File: src/rtl/core_result_collector_if.sv
// Result-return bus between the MatrixCore result ports and the host-side stream.
interface core_result_collector_if #(
    parameter int unsigned DATA_SIZE   = 16,
    parameter int unsigned COLUMN_SIZE = 16,
    parameter int unsigned ROW_SIZE    = 16,
    parameter int unsigned Cores       = 4,
    parameter int unsigned FIFO_DEPTH  = 4
);
    localparam int unsigned CW   = (COLUMN_SIZE > 1) ? $clog2(COLUMN_SIZE) : 1;
    localparam int unsigned RW   = (ROW_SIZE > 1) ? $clog2(ROW_SIZE) : 1;
    localparam int unsigned IW   = (Cores > 1) ? $clog2(Cores) : 1;
    localparam int unsigned CNTW = $clog2(FIFO_DEPTH) + 1;

    // Core side (fan-in)
    logic [Cores-1:0]           core_valid;
    logic [Cores-1:0]           core_ready;
    logic [Cores*DATA_SIZE-1:0] core_data;
    logic [Cores*RW-1:0]        core_row;
    logic [Cores*CW-1:0]        core_col;

    // Host side (ordered stream)
    logic                       out_valid;
    logic                       out_ready;
    logic [DATA_SIZE-1:0]       out_data;
    logic [RW-1:0]              out_row;
    logic [CW-1:0]              out_col;
    logic [IW-1:0]              out_core;

    // Status
    logic [CNTW-1:0]            fifo_count;
    logic [15:0]                total_accepted;

    // Environment view: drives core results and host back-pressure
    modport master (
        output core_valid, core_data, core_row, core_col, out_ready,
        input  core_ready, out_valid, out_data, out_row, out_col, out_core,
               fifo_count, total_accepted
    );

    // Collector view
    modport slave (
        input  core_valid, core_data, core_row, core_col, out_ready,
        output core_ready, out_valid, out_data, out_row, out_col, out_core,
               fifo_count, total_accepted
    );
endinterface

File: src/rtl/core_result_collector.sv
// Round-robin fan-in of MatrixCore result words into one ordered FIFO-backed stream.
module core_result_collector #(
    parameter int unsigned DATA_SIZE   = 16,
    parameter int unsigned COLUMN_SIZE = 16,
    parameter int unsigned ROW_SIZE    = 16,
    parameter int unsigned Cores       = 4,
    parameter int unsigned FIFO_DEPTH  = 4
) (
    input logic                  clk,
    input logic                  rst,
    core_result_collector_if.slave bus
);
    localparam int unsigned CW   = (COLUMN_SIZE > 1) ? $clog2(COLUMN_SIZE) : 1;
    localparam int unsigned RW   = (ROW_SIZE > 1) ? $clog2(ROW_SIZE) : 1;
    localparam int unsigned IW   = (Cores > 1) ? $clog2(Cores) : 1;
    localparam int unsigned PW   = $clog2(FIFO_DEPTH);
    localparam int unsigned CNTW = PW + 1;

    typedef struct packed {
        logic [DATA_SIZE-1:0] data;
        logic [RW-1:0]        row;
        logic [CW-1:0]        col;
        logic [IW-1:0]        core;
    } entry_t;

    // Per-core views of the flattened result buses
    logic [DATA_SIZE-1:0] data_arr [Cores];
    logic [RW-1:0]        row_arr  [Cores];
    logic [CW-1:0]        col_arr  [Cores];

    for (genvar i = 0; i < Cores; i++) begin : g_unpack
        assign data_arr[i] = bus.core_data[i*DATA_SIZE +: DATA_SIZE];
        assign row_arr[i]  = bus.core_row[i*RW +: RW];
        assign col_arr[i]  = bus.core_col[i*CW +: CW];
    end

    // State
    entry_t          mem [FIFO_DEPTH];
    logic [PW-1:0]   wr_ptr;
    logic [PW-1:0]   rd_ptr;
    logic [CNTW-1:0] count;
    logic [IW-1:0]   rr_ptr;
    logic [15:0]     total;

    // Arbiter / handshake decode
    logic            grant_found;
    logic [IW-1:0]   grant_idx;
    logic [IW-1:0]   rr_next;
    logic            not_full;
    logic            push;
    logic            pop;
    logic [Cores-1:0] ready_vec;
    entry_t          new_entry;
    entry_t          head;

    // Round-robin scan starting at rr_ptr; first valid core wins
    always_comb begin
        int unsigned idx;
        grant_found = 1'b0;
        grant_idx   = '0;
        idx         = 0;
        for (int unsigned k = 0; k < Cores; k++) begin
            idx = (32'(rr_ptr) + k) % Cores;
            if (!grant_found && bus.core_valid[IW'(idx)]) begin
                grant_found = 1'b1;
                grant_idx   = IW'(idx);
            end
        end
    end

    // Priority moves to the core just after the one served
    always_comb begin
        rr_next = (grant_idx == IW'(Cores - 1)) ? '0 : grant_idx + IW'(1);
    end

    // Acceptance looks only at occupancy, never at out_ready, so a full FIFO
    // stalls the cores even in a cycle where the head is being drained
    always_comb begin
        not_full  = (count < CNTW'(FIFO_DEPTH));
        push      = grant_found && not_full && !rst;
        pop       = (count != '0) && bus.out_ready;
        ready_vec = '0;
        if (push) begin
            ready_vec[grant_idx] = 1'b1;
        end
    end

    // Payload captured from the granted core
    always_comb begin
        new_entry.data = data_arr[grant_idx];
        new_entry.row  = row_arr[grant_idx];
        new_entry.col  = col_arr[grant_idx];
        new_entry.core = grant_idx;
    end

    // FIFO storage; cleared on reset so the idle head reads as zero
    always_ff @(posedge clk or posedge rst) begin
        if (rst) begin
            mem <= '{default: '0};
        end else if (push) begin
            mem[wr_ptr] <= new_entry;
        end
    end

    // Write/read pointers wrap naturally on the power-of-two depth
    always_ff @(posedge clk or posedge rst) begin
        if (rst) begin
            wr_ptr <= '0;
            rd_ptr <= '0;
        end else begin
            if (push) begin
                wr_ptr <= wr_ptr + PW'(1);
            end
            if (pop) begin
                rd_ptr <= rd_ptr + PW'(1);
            end
        end
    end

    // Occupancy: simultaneous push and pop leave it unchanged
    always_ff @(posedge clk or posedge rst) begin
        if (rst) begin
            count <= '0;
        end else begin
            case ({push, pop})
                2'b10:   count <= count + CNTW'(1);
                2'b01:   count <= count - CNTW'(1);
                default: count <= count;
            endcase
        end
    end

    // Round-robin pointer advances only when a result is accepted
    always_ff @(posedge clk or posedge rst) begin
        if (rst) begin
            rr_ptr <= '0;
        end else if (push) begin
            rr_ptr <= rr_next;
        end
    end

    // Running count of accepted results, wrapping at 16 bits
    always_ff @(posedge clk or posedge rst) begin
        if (rst) begin
            total <= '0;
        end else if (push) begin
            total <= total + 16'd1;
        end
    end

    // Head of the FIFO drives the host-side stream
    always_comb begin
        head = mem[rd_ptr];
    end

    assign bus.core_ready     = ready_vec;
    assign bus.out_valid      = (count != '0);
    assign bus.out_data       = head.data;
    assign bus.out_row        = head.row;
    assign bus.out_col        = head.col;
    assign bus.out_core       = head.core;
    assign bus.fifo_count     = count;
    assign bus.total_accepted = total;

endmodule

File: src/flat_wrapper.sv
// flat-port wrapper written by rule: the top's interface ports become plain ports
module core_result_collector_flat 
#(
    parameter int unsigned DATA_SIZE   = 16,
    parameter int unsigned COLUMN_SIZE = 16,
    parameter int unsigned ROW_SIZE    = 16,
    parameter int unsigned Cores       = 4,
    parameter int unsigned FIFO_DEPTH  = 4
)
  (clk, rst, bus_core_valid, bus_core_data, bus_core_row, bus_core_col, bus_out_ready, bus_core_ready, bus_out_valid, bus_out_data, bus_out_row, bus_out_col, bus_out_core, bus_fifo_count, bus_total_accepted);
  core_result_collector_if #(.DATA_SIZE(DATA_SIZE), .COLUMN_SIZE(COLUMN_SIZE), .ROW_SIZE(ROW_SIZE), .Cores(Cores), .FIFO_DEPTH(FIFO_DEPTH)) bus_i ();
  input logic clk;
  input logic rst;
  input wire logic [$bits(bus_i.core_valid)-1:0] bus_core_valid;
  input wire logic [$bits(bus_i.core_data)-1:0] bus_core_data;
  input wire logic [$bits(bus_i.core_row)-1:0] bus_core_row;
  input wire logic [$bits(bus_i.core_col)-1:0] bus_core_col;
  input wire logic [$bits(bus_i.out_ready)-1:0] bus_out_ready;
  output wire logic [$bits(bus_i.core_ready)-1:0] bus_core_ready;
  output wire logic [$bits(bus_i.out_valid)-1:0] bus_out_valid;
  output wire logic [$bits(bus_i.out_data)-1:0] bus_out_data;
  output wire logic [$bits(bus_i.out_row)-1:0] bus_out_row;
  output wire logic [$bits(bus_i.out_col)-1:0] bus_out_col;
  output wire logic [$bits(bus_i.out_core)-1:0] bus_out_core;
  output wire logic [$bits(bus_i.fifo_count)-1:0] bus_fifo_count;
  output wire logic [$bits(bus_i.total_accepted)-1:0] bus_total_accepted;
  assign bus_i.core_valid = bus_core_valid;
  assign bus_i.core_data = bus_core_data;
  assign bus_i.core_row = bus_core_row;
  assign bus_i.core_col = bus_core_col;
  assign bus_i.out_ready = bus_out_ready;
  assign bus_core_ready = bus_i.core_ready;
  assign bus_out_valid = bus_i.out_valid;
  assign bus_out_data = bus_i.out_data;
  assign bus_out_row = bus_i.out_row;
  assign bus_out_col = bus_i.out_col;
  assign bus_out_core = bus_i.out_core;
  assign bus_fifo_count = bus_i.fifo_count;
  assign bus_total_accepted = bus_i.total_accepted;
  core_result_collector #(.DATA_SIZE(DATA_SIZE), .COLUMN_SIZE(COLUMN_SIZE), .ROW_SIZE(ROW_SIZE), .Cores(Cores), .FIFO_DEPTH(FIFO_DEPTH)) u_core (.clk(clk), .rst(rst), .bus(bus_i));
endmodule
File: config.mk
export PLATFORM = sky130hd
export DESIGN_NAME = core_result_collector_flat
export DESIGN_NICKNAME = d
export VERILOG_FILES = /design/src/rtl/core_result_collector_if.sv /design/src/rtl/core_result_collector.sv /design/src/flat_wrapper.sv
export SDC_FILE = /design/constraint.sdc
export NUM_CORES = 1
export LEC_CHECK = 0
export ABC_AREA = 1
export BUFFER_PORTS_ARGS = -buffer_cell sky130_fd_sc_hd__buf_2
export CAP_MARGIN = 10
export CORE_MARGIN = 1.5
export CORE_UTILIZATION = 45
export CTS_BUF_LIST = sky130_fd_sc_hd__clkbuf_16
export CTS_CLUSTER_SIZE = 14
export DETAILED_ROUTE_END_ITERATION = 10
export GPL_TIMING_DRIVEN = 0
export HOLD_SLACK_MARGIN = 0.15
export PLACE_DENSITY = 0.74
export SYNTH_ARGS = -nofsm -noshare
export SYNTH_HDL_FRONTEND = slang
export SYNTH_SLANG_ARGS = --single-unit
File: constraint.sdc
create_clock -name clk -period 11.33 [get_ports clk]
set_clock_uncertainty 0.05 [all_clocks]
set_input_delay 2.266 -clock clk [delete_from_list [all_inputs] [get_ports clk]]
set_output_delay 2.266 -clock clk [all_outputs]
set_load 0.02 [all_outputs]
-- Word-level counts from Yosys, hierarchy flattened
Index checks and enable logic that the tools add are counted.
- register bits after elaboration: 129
- input port bits: 103
- output and inout port bits: 50
- word-level logic and storage cells: 97
- add/subtract/negate cells: 9
- order comparisons: 11
- equality and inequality tests: 3
- multiplexer cells: 36
- bitwise gates (word level): 3
- reductions and logical operators: 14
- operators with widths (operator ; count):
    bitwise mux 104 bit ; 1
    two-way mux 26 bit ; 3
    binary-select mux 26 bit (select 2 bit) ; 1
    demux 26 bit (select 2 bit) ; 1
    binary-select mux 16 bit (select 2 bit) ; 1
    two-way mux 16 bit ; 2
    two-way mux 4 bit ; 5
    adder 16 x 1 -> 16 bit, second input constant ; 1
    binary-select mux 4 bit (select 2 bit) ; 2
    less-than comparator 2 x 3 -> 1 bit, second input constant ; 5
    two-way mux 2 bit ; 5
    greater-or-equal comparator 3 bit, second input constant ; 3
    two-way mux 1 bit ; 9
    inverter 2 -> 3 bit ; 3
    adder 2 x 1 -> 2 bit, second input constant ; 4
    binary-select mux 1 bit (select 2 bit) ; 4
    logical AND 1 bit ; 8
    one-hot mux 3 bit (2 select lines) ; 1
    adder 2 bit, second input constant ; 2
    equality test 2 bit, second input constant ; 2
    logical NOT 1 bit ; 4
    adder 3 x 1 -> 3 bit, second input constant ; 1
    less-than comparator 3 x 1 -> 1 bit, second input constant ; 1
    less-than comparator 3 bit, second input constant ; 1
    6 further kinds ; 6

-- Longest topological paths before layout
Gate-level depths: netlist of the first run.
- depth in word-level cells: 17
- depth in mapped cells: 17
- gate-level depth less buffers: 14

-- Worst setup path after synthesis of the first run
Ideal clock, no wire load.
- kind: input to output
- start: input bus_core_valid[3]
- end: output bus_core_ready[3]
- data arrival time: 3713 ps
- data required time: 9014 ps
- slack: 5301 ps
- cell stages on the path: 13
- path buffers: 1
- cell sequence: inv_1 -> nand2_1 -> nand3_1 -> nand2_1 -> nor2_4 -> nand3_1 -> nand3_1 -> nand2_1 -> inv_2 -> buf_4 -> ha_1 -> inv_1 -> nor2_1
- longest elaborated chain between the ends: 17
- elaborated cells between the ends (all ways): 30
- classes of those cells: order compare: 2; mux: 19; reduce/logical: 9
- ends and longest elaborated chain (item ; RTL line ; text):
    from (decl) ; flat_wrapper.sv:14 ; input wire logic [$bits(bus_i.core_valid)-1:0] bus_core_valid;
    binary-select mux 1 bit (select 2 bit) ; core_result_collector.sv:64 ; if (!grant_found && bus.core_valid[IW'(idx)]) begin
    two-way mux 1 bit (implied by the code) ; core_result_collector.sv:64 ;
    two-way mux 1 bit ; core_result_collector.sv:64 ;
    logical NOT 1 bit ; core_result_collector.sv:64 ;
    logical AND 1 bit ; core_result_collector.sv:64 ;
    two-way mux 1 bit ; core_result_collector.sv:64 ;
    logical NOT 1 bit ; core_result_collector.sv:64 ;
    logical AND 1 bit ; core_result_collector.sv:64 ;
    (+2 left out) ; n/a ;
    logical AND 1 bit ; core_result_collector.sv:64 ;
    two-way mux 2 bit (*) ; core_result_collector.sv:64 ;
    named net u_core.grant_idx[1] ; core_result_collector.sv:47 ; logic [IW-1:0] grant_idx;
    less-than comparator 2 x 3 -> 1 bit (implied by the code) / greater-or-equal comparator 2 x 1 -> 1 bit (equally long branches) ; core_result_collector.sv:84 ; ready_vec[grant_idx] = 1'b1;
    logical AND 1 bit (implied by the code) ; core_result_collector.sv:84 ;
    two-way mux 1 bit (implied by the code) ; core_result_collector.sv:84 ;
    demux 1 bit (select 2 bit) (*) ; n/a ;
    two-way mux 4 bit (*) ; core_result_collector.sv:83 ; if (push) begin
    to (decl) ; flat_wrapper.sv:19 ; output wire logic [$bits(bus_i.core_ready)-1:0] bus_core_ready;
Mark *: on every way through the listed nets, which the timed path passes. The rest lies on a longest branch. The select of a mux whose other input is x is not followed.

-- Worst setup path after layout of the first run
- start: input bus_core_valid[1]
- end: output bus_core_ready[3]
The elaborated chain is that of the path after synthesis.

==> reports/results.ini, run 1 <==
[routing]
first_iter_violations=852
vias=7645
drc=0
ant_nets=0
wl_per_cell_um=17.5
first_pass_iters=5
routed_wl_mm=23.9
vias_per_cell=5.60

[floorplan]
initial_core_util=0.463
die_h_um=131
die_w_um=131
pin_count=153
num_rows=46
die-area_um2=17200
coreArea_um2=15900

[synth]
syn_area_per_cell_um2=7.65
yosys_warnings=0
synth-seq-cells=129
ys_seq_area_frac=0.438
ys_types=31
synth_nets=1079
synth_cells=965
netlist_area_um2=7380

[clocking]
post-cts-setup-buffers=0
ctsHoldBuffers=0
clock-sinks=129
cts_root_buf=clkbuf_16
cts_buffer_depth=2
cts_resized=0
numCtsBuffers=17
clk_latency_ns=0.42
clkTransAtPathRegs_ns=0.06
cts_max_level=4
cts_tree=built

[min_path]
holdPathEnd=u_core.mem[66]
hp-class=reg2reg
hold_depth=2
min-delay-start=u_core.mem[66]

[finish]
utilization=0.567
final_common_cell=nand2_1
layout_common_cells=306 x nand2_1, 172 x buf_2, 137 x nand3_1
drive_above_1_share=0.226
nFillCells=1463
diodes=0
nets=1251
syn_to_final_growth_pct=22.6
fin_cells=1366

[worst_setup_path]
end_kind=primary output
rrSetupSlack_ns=8.35
cp_max_fo=11
r2r-start=u_core.rr_ptr[0]
crit_type=in2out
worstPathArrival_ns=4.22
reg2reg_depth=16
r2r_end=u_core.bus.fifo_count[2]
cp.required_ns=9.01
worstSetupStartpointType=input pin

[power]
powerDensity_nw_per_um2=367
ir_worst_vdd_mv=0.200
p_leak_nw=4.71

[flow_run]
maxCapViolCount=0

[global_route]
grt_max_degree=90
grt_overflow=0
grt_usage=0.284
antenna_found_initial=0
grt_pass1_wl_mm=37.1
grt_pass1_vias=7294

[place]
io_buffers=152
gp_congestion=0.879
dp_hpwl_mm=16.9
dpl.cell_count=1334

[sta]
whs_ns=0.425
timing.final.crit_share=0.577
setup_viol=0
maxSlewViolCount=0
fin_crit_ns=6.54
finalHoldViolCount=0
tightest_slew_ns=0.703
setup_tns_ns=0
clock.fmax_ghz=0.153
maxSlewHeadroom=0.531
rsz0062_at_grt=no

[outcome]
status=finished clean

-- kinds of logic (layout without fill, tap and decap cells) --
logic type	Yosys count	after routing	share of synthesized area
simple gates	607	607	0.382
compound gates	97	97	0.0702
fa+ha+maj	11	11	0.0197
flops	129	129	0.438
xor+xnor	19	19	0.0226
buf+inv	102	287	0.0680
-- Yosys cell counts --
cell	n	area share
xor2_1	15	0.018
xnor2_1	4	0.0047
o21ai_1	4	0.0027
nand2_4	1	0.0015
buf_4	8	0.0081
nand3_4	2	0.0047
buf_6	6	0.0092
buf_2	20	0.014
inv_2	6	0.0031
nand3_2	22	0.030
inv_6	1	0.0012
nor3_1	6	0.0041
nor2_8	1	0.0027
nor2_4	4	0.0061
ha_1	10	0.017
clkbuf_1	18	0.0092
nand4_1	53	0.045
buf_1	8	0.0041
o21ai_0	66	0.045
fa_1	1	0.0027
buf_8	1	0.0020
nand2_1	306	0.16
dfrtp_1	129	0.44
o22ai_1	26	0.022
nand3_1	137	0.093
inv_4	1	0.00085
inv_1	32	0.016
nor2_1	71	0.036
a21oi_1	1	0.00068
clkinv_1	1	0.00051
nand2_2	4	0.0034
-- per-layer routing --
layer | up-vias | part of all wire | track usage | wire (um)
met5 | - | 0 | 0 | 0
met4 | 0 | 0.035 | 0.131 | 847
met3 | 59 | 0.081 | 0.0521 | 1930
met2 | 387 | 0.47 | 0.463 | 11100
met1 | 3626 | 0.42 | 0.370 | 9960
li1 | 3573 | - | - | -
-- state kept, by name, indices dropped and copies added, names as in the netlist --
register,flops
u_core.bus.fifo_count,3
u_core.bus.total_accepted,16
u_core.rd_ptr,2
u_core.wr_ptr,2
u_core.rr_ptr,2
u_core.mem,104
-- worst max path at each step --
stage	startpoint	end	slack [ns]	cells past startpoint
after floorplan	bus_core_valid[3]	bus_core_ready[3]	5.30	13
after global placement	rst	u_core.mem[16]	4.02	2
after detailed placement	bus_core_valid[1]	bus_core_ready[3]	4.81	14
after CTS	bus_core_valid[1]	bus_core_ready[3]	4.80	14
after global routing	bus_core_valid[1]	bus_core_ready[3]	4.64	14
final	bus_core_valid[1]	bus_core_ready[3]	4.79	14
-- final cells by class --
cell class	instances	area [um^2]	area share
flip-flops and latches	129	3230	0.357
multi-input cells	734	3650	0.403
repair buffers	153	788	0.0872
inverters	41	166	0.0184
clock inverters	15	175	0.0194
plain buffers	61	340	0.0376
clock buffers	17	425	0.0470
well taps	216	270	0.0299
-- power breakdown --
group / internal [mW] / switching, mW
sequential: 0.652 / 0.110
combinational: 0.590 / 1.40
clock: 0.362 / 0.206
-- stage by stage --
stage	setup WS [ns]	power [mW]	cell area, um^2
6_report	4.79	3.32	9040
5_1_grt	4.64	3.56	9040
4_1_cts	4.80	3.29	9040
3_5_place_dp	4.81	2.72	8440
3_3_place_gp	4.02	2.68	8410
2_1_floorplan	5.30	2.11	7380
-- worst max-delay path: stages --
cell     delay (ns)
buf_2          0.10
inv_1          0.06
nand2_1        0.07
nand3_1        0.12
nand2_1        0.12
nor2_4         0.18
nand3_4        0.16
nand3_4        0.23
buf_2          0.30
inv_1          0.11
ha_1           0.19
inv_1          0.08
nor2_1         0.07
buf_2          0.16
Note: power is estimated with default switching activity, not from simulation.
==> run 2, diff against run 1 <==
--- a/config.mk
+++ b/config.mk
@@ -15,7 +15,7 @@
 export DETAILED_ROUTE_END_ITERATION = 10
 export GPL_TIMING_DRIVEN = 0
 export HOLD_SLACK_MARGIN = 0.15
-export PLACE_DENSITY = 0.74
+export PLACE_DENSITY = 0.76
 export SYNTH_ARGS = -nofsm -noshare
 export SYNTH_HDL_FRONTEND = slang
 export SYNTH_SLANG_ARGS = --single-unit
==> constraint.sdc (replaced) <==
create_clock -name clk -period 5.7 [get_ports clk]
set_clock_uncertainty 0.05 [all_clocks]
set_input_delay 1.14 -clock clk [delete_from_list [all_inputs] [get_ports clk]]
set_output_delay 1.14 -clock clk [all_outputs]
set_load 0.02 [all_outputs]
==> reports/results.ini, run 2 (synthesis gave the netlist of run 1 again) <==
[outcome]
status=finished clean

[sta]
clock.fmax_ghz=0.238
maxSlewHeadroom=0.518  ; -0.0132
setup_viol=0  ; unchanged
finalHoldViolCount=0  ; unchanged
rsz0062_at_grt=no
maxSlewViolCount=0  ; unchanged
tightest_slew_ns=0.723  ; +0.0198 ns
fin_crit_ns=4.20
timing.final.crit_share=0.737

[finish]
nets=1251  ; unchanged
final_common_cell=nand2_1
fin_cells=1365  ; -0.073%
drive_above_1_share=0.219  ; -0.00677
syn_to_final_growth_pct=21.3
largest_reg_flops=104  ; unchanged
design_area_um2=8950  ; -1.0%
diodes=0  ; unchanged
layout_common_cells=306 x nand2_1, 172 x buf_2, 137 x nand3_1
regMostFlops=u_core.mem

[power]
p_seq_frac=0.235  ; +0.006
combPwrFrac=0.615  ; +0.016
p_clk_frac=0.150  ; -0.021
switching_share=0.526  ; +0.00919
p_int_mw=3.05  ; +90%
powerDensity_nw_per_um2=719  ; +96%
p_switching_mw=3.39  ; +97%
p_leak_nw=4.66  ; -1.0%
ir_worst_vdd_mv=0.346  ; +73%

[routing]
first_pass_iters=6  ; +1
ant_nets=0  ; unchanged
first_iter_violations=846  ; -0.70%
drc=0  ; unchanged
wl_per_cell_um=17.2  ; -1.7%
routed_wl_mm=23.5  ; -1.8%
vias=7630  ; -0.20%
vias_per_cell=5.59  ; -0.12%

[min_path]
hp-class=reg2reg
hold_depth=2  ; unchanged

[floorplan]
die_w_um=131  ; unchanged
coreArea_um2=15900  ; unchanged
pin_count=153  ; unchanged
num_rows=46  ; unchanged
die-area_um2=17200  ; unchanged
initial_core_util=0.463  ; unchanged
die_h_um=131  ; unchanged

[clocking]
cts_max_level=4  ; unchanged
cts_buffer_depth=2  ; unchanged
numCtsBuffers=17  ; unchanged
clock-sinks=129  ; unchanged
cts_root_buf=clkbuf_16
cts_resized=0  ; unchanged
cts_tree=built
clk_latency_ns=0.42  ; about the same
clkTransAtPathRegs_ns=0.05  ; about the same
post-cts-setup-buffers=0  ; unchanged
ctsHoldBuffers=0  ; unchanged

[place]
gp_congestion=0.869  ; -1.2%
place_area_um2=8440  ; unchanged
io_buffers=152  ; unchanged
dpl.cell_count=1334  ; unchanged
dp_hpwl_mm=16.6  ; -2.1%

[worst_setup_path]
cp_max_fo=11  ; unchanged
max_stage_delay_ns=0.28  ; -0.02 ns
critPathSlowestCell=buf_4
worstPathArrival_ns=3.01  ; -1.21 ns
cp.required_ns=4.51  ; -4.50 ns
crit_type=in2out
end_kind=primary output
path_cells=buf_2 > inv_1 > nand2_1 > nand3_1 > nand2_1 > nor2_4 > nand3_1 > nand3_1 > nand2_1 > inv_2 > buf_4 > ha_1 > inv_1 > nor2_1 > buf_2
reg2reg_depth=16  ; unchanged
worstSetupStartpointType=input pin

[global_route]
antenna_found_initial=0  ; unchanged
grt_usage=0.277  ; -0.00765
grt_pass1_vias=6964  ; -4.5%
grt_pass1_wl_mm=35.8  ; -3.4%
grt_overflow=0  ; unchanged
grt_max_degree=69  ; -23%

[flow_run]
maxCapViolCount=0  ; unchanged

-- run 2: cell types whose count changed in the layout (fill, tap and decap cells not counted), sizes merged --
cell / change
bufinv: -3
inv: +2
clkinv: -1
clkinvlp: +1
-- run 2: worst paths after layout --
path / startpoint / endpoint / slack [ns]
setup / recovery: bus_core_valid[3] / bus_core_ready[2] / 1.50
hold / removal: u_core.mem[64] / u_core.mem[64] / 0.42
setup reg to reg: u_core.rr_ptr[0] / u_core.bus.fifo_count[2] / 2.75
hold reg to reg: u_core.mem[64] / u_core.mem[64] / 0.42
max in group asynchronous: rst / u_core.mem[92] / 4.11
min in group asynchronous: rst / u_core.bus.total_accepted[10] / 0.76
-- run 2: cell type report --
type,count,area (um^2)
Fill cell,1509,6990
Multi-Input combinational cell,734,3650
Sequential cell,129,3230
Timing Repair Buffer,153,788
Clock buffer,17,425
Buffer,61,340
Tap cell,216,270
Inverter,41,166
Clock inverter,14,85.1
-- run 2: worst max-delay path, delay by kind of cell --
family | cells | cell delay (ns)
buf+inv | 6 | 0.82
fa+ha+maj | 1 | 0.18
simple gates | 8 | 0.85
-- run 2: per-stage QoR --
step / setup slack [ns] / TNS [ns] / hold WS (ns) / utilization / total power, mW
2_1_floorplan: 1.07 / 0 / 0.394 / - / 4.20
3_3_place_gp: -0.451 / -57.26 / 0.406 / 0.527 / 5.32
3_5_place_dp: 1.52 / 0 / 0.410 / 0.530 / 5.38
4_1_cts: 1.51 / 0 / 0.424 / 0.562 / 6.36
5_1_grt: 1.29 / 0 / 0.440 / 0.562 / 6.87
6_report: 1.50 / 0 / 0.423 / 0.562 / 6.44
-- run 2: layer usage --
layer / vias to the layer above / share of wire / track usage
li1: 3582 / - / -
met1: 3559 / 0.41 / 0.363
met2: 443 / 0.46 / 0.437
met3: 46 / 0.099 / 0.0647
met4: 0 / 0.030 / 0.127
met5: - / 0 / 0
-- run 2: power groups by stage --
stage          Sequential, mW  Combinational [mW]  Clock [mW]
2_1_floorplan            1.50                2.70           0
3_3_place_gp             1.50                3.82           0
3_5_place_dp             1.51                3.87           0
4_1_cts                  1.51                3.89       0.966
5_1_grt                  1.55                4.31        1.01
6_report                 1.51                3.96       0.965
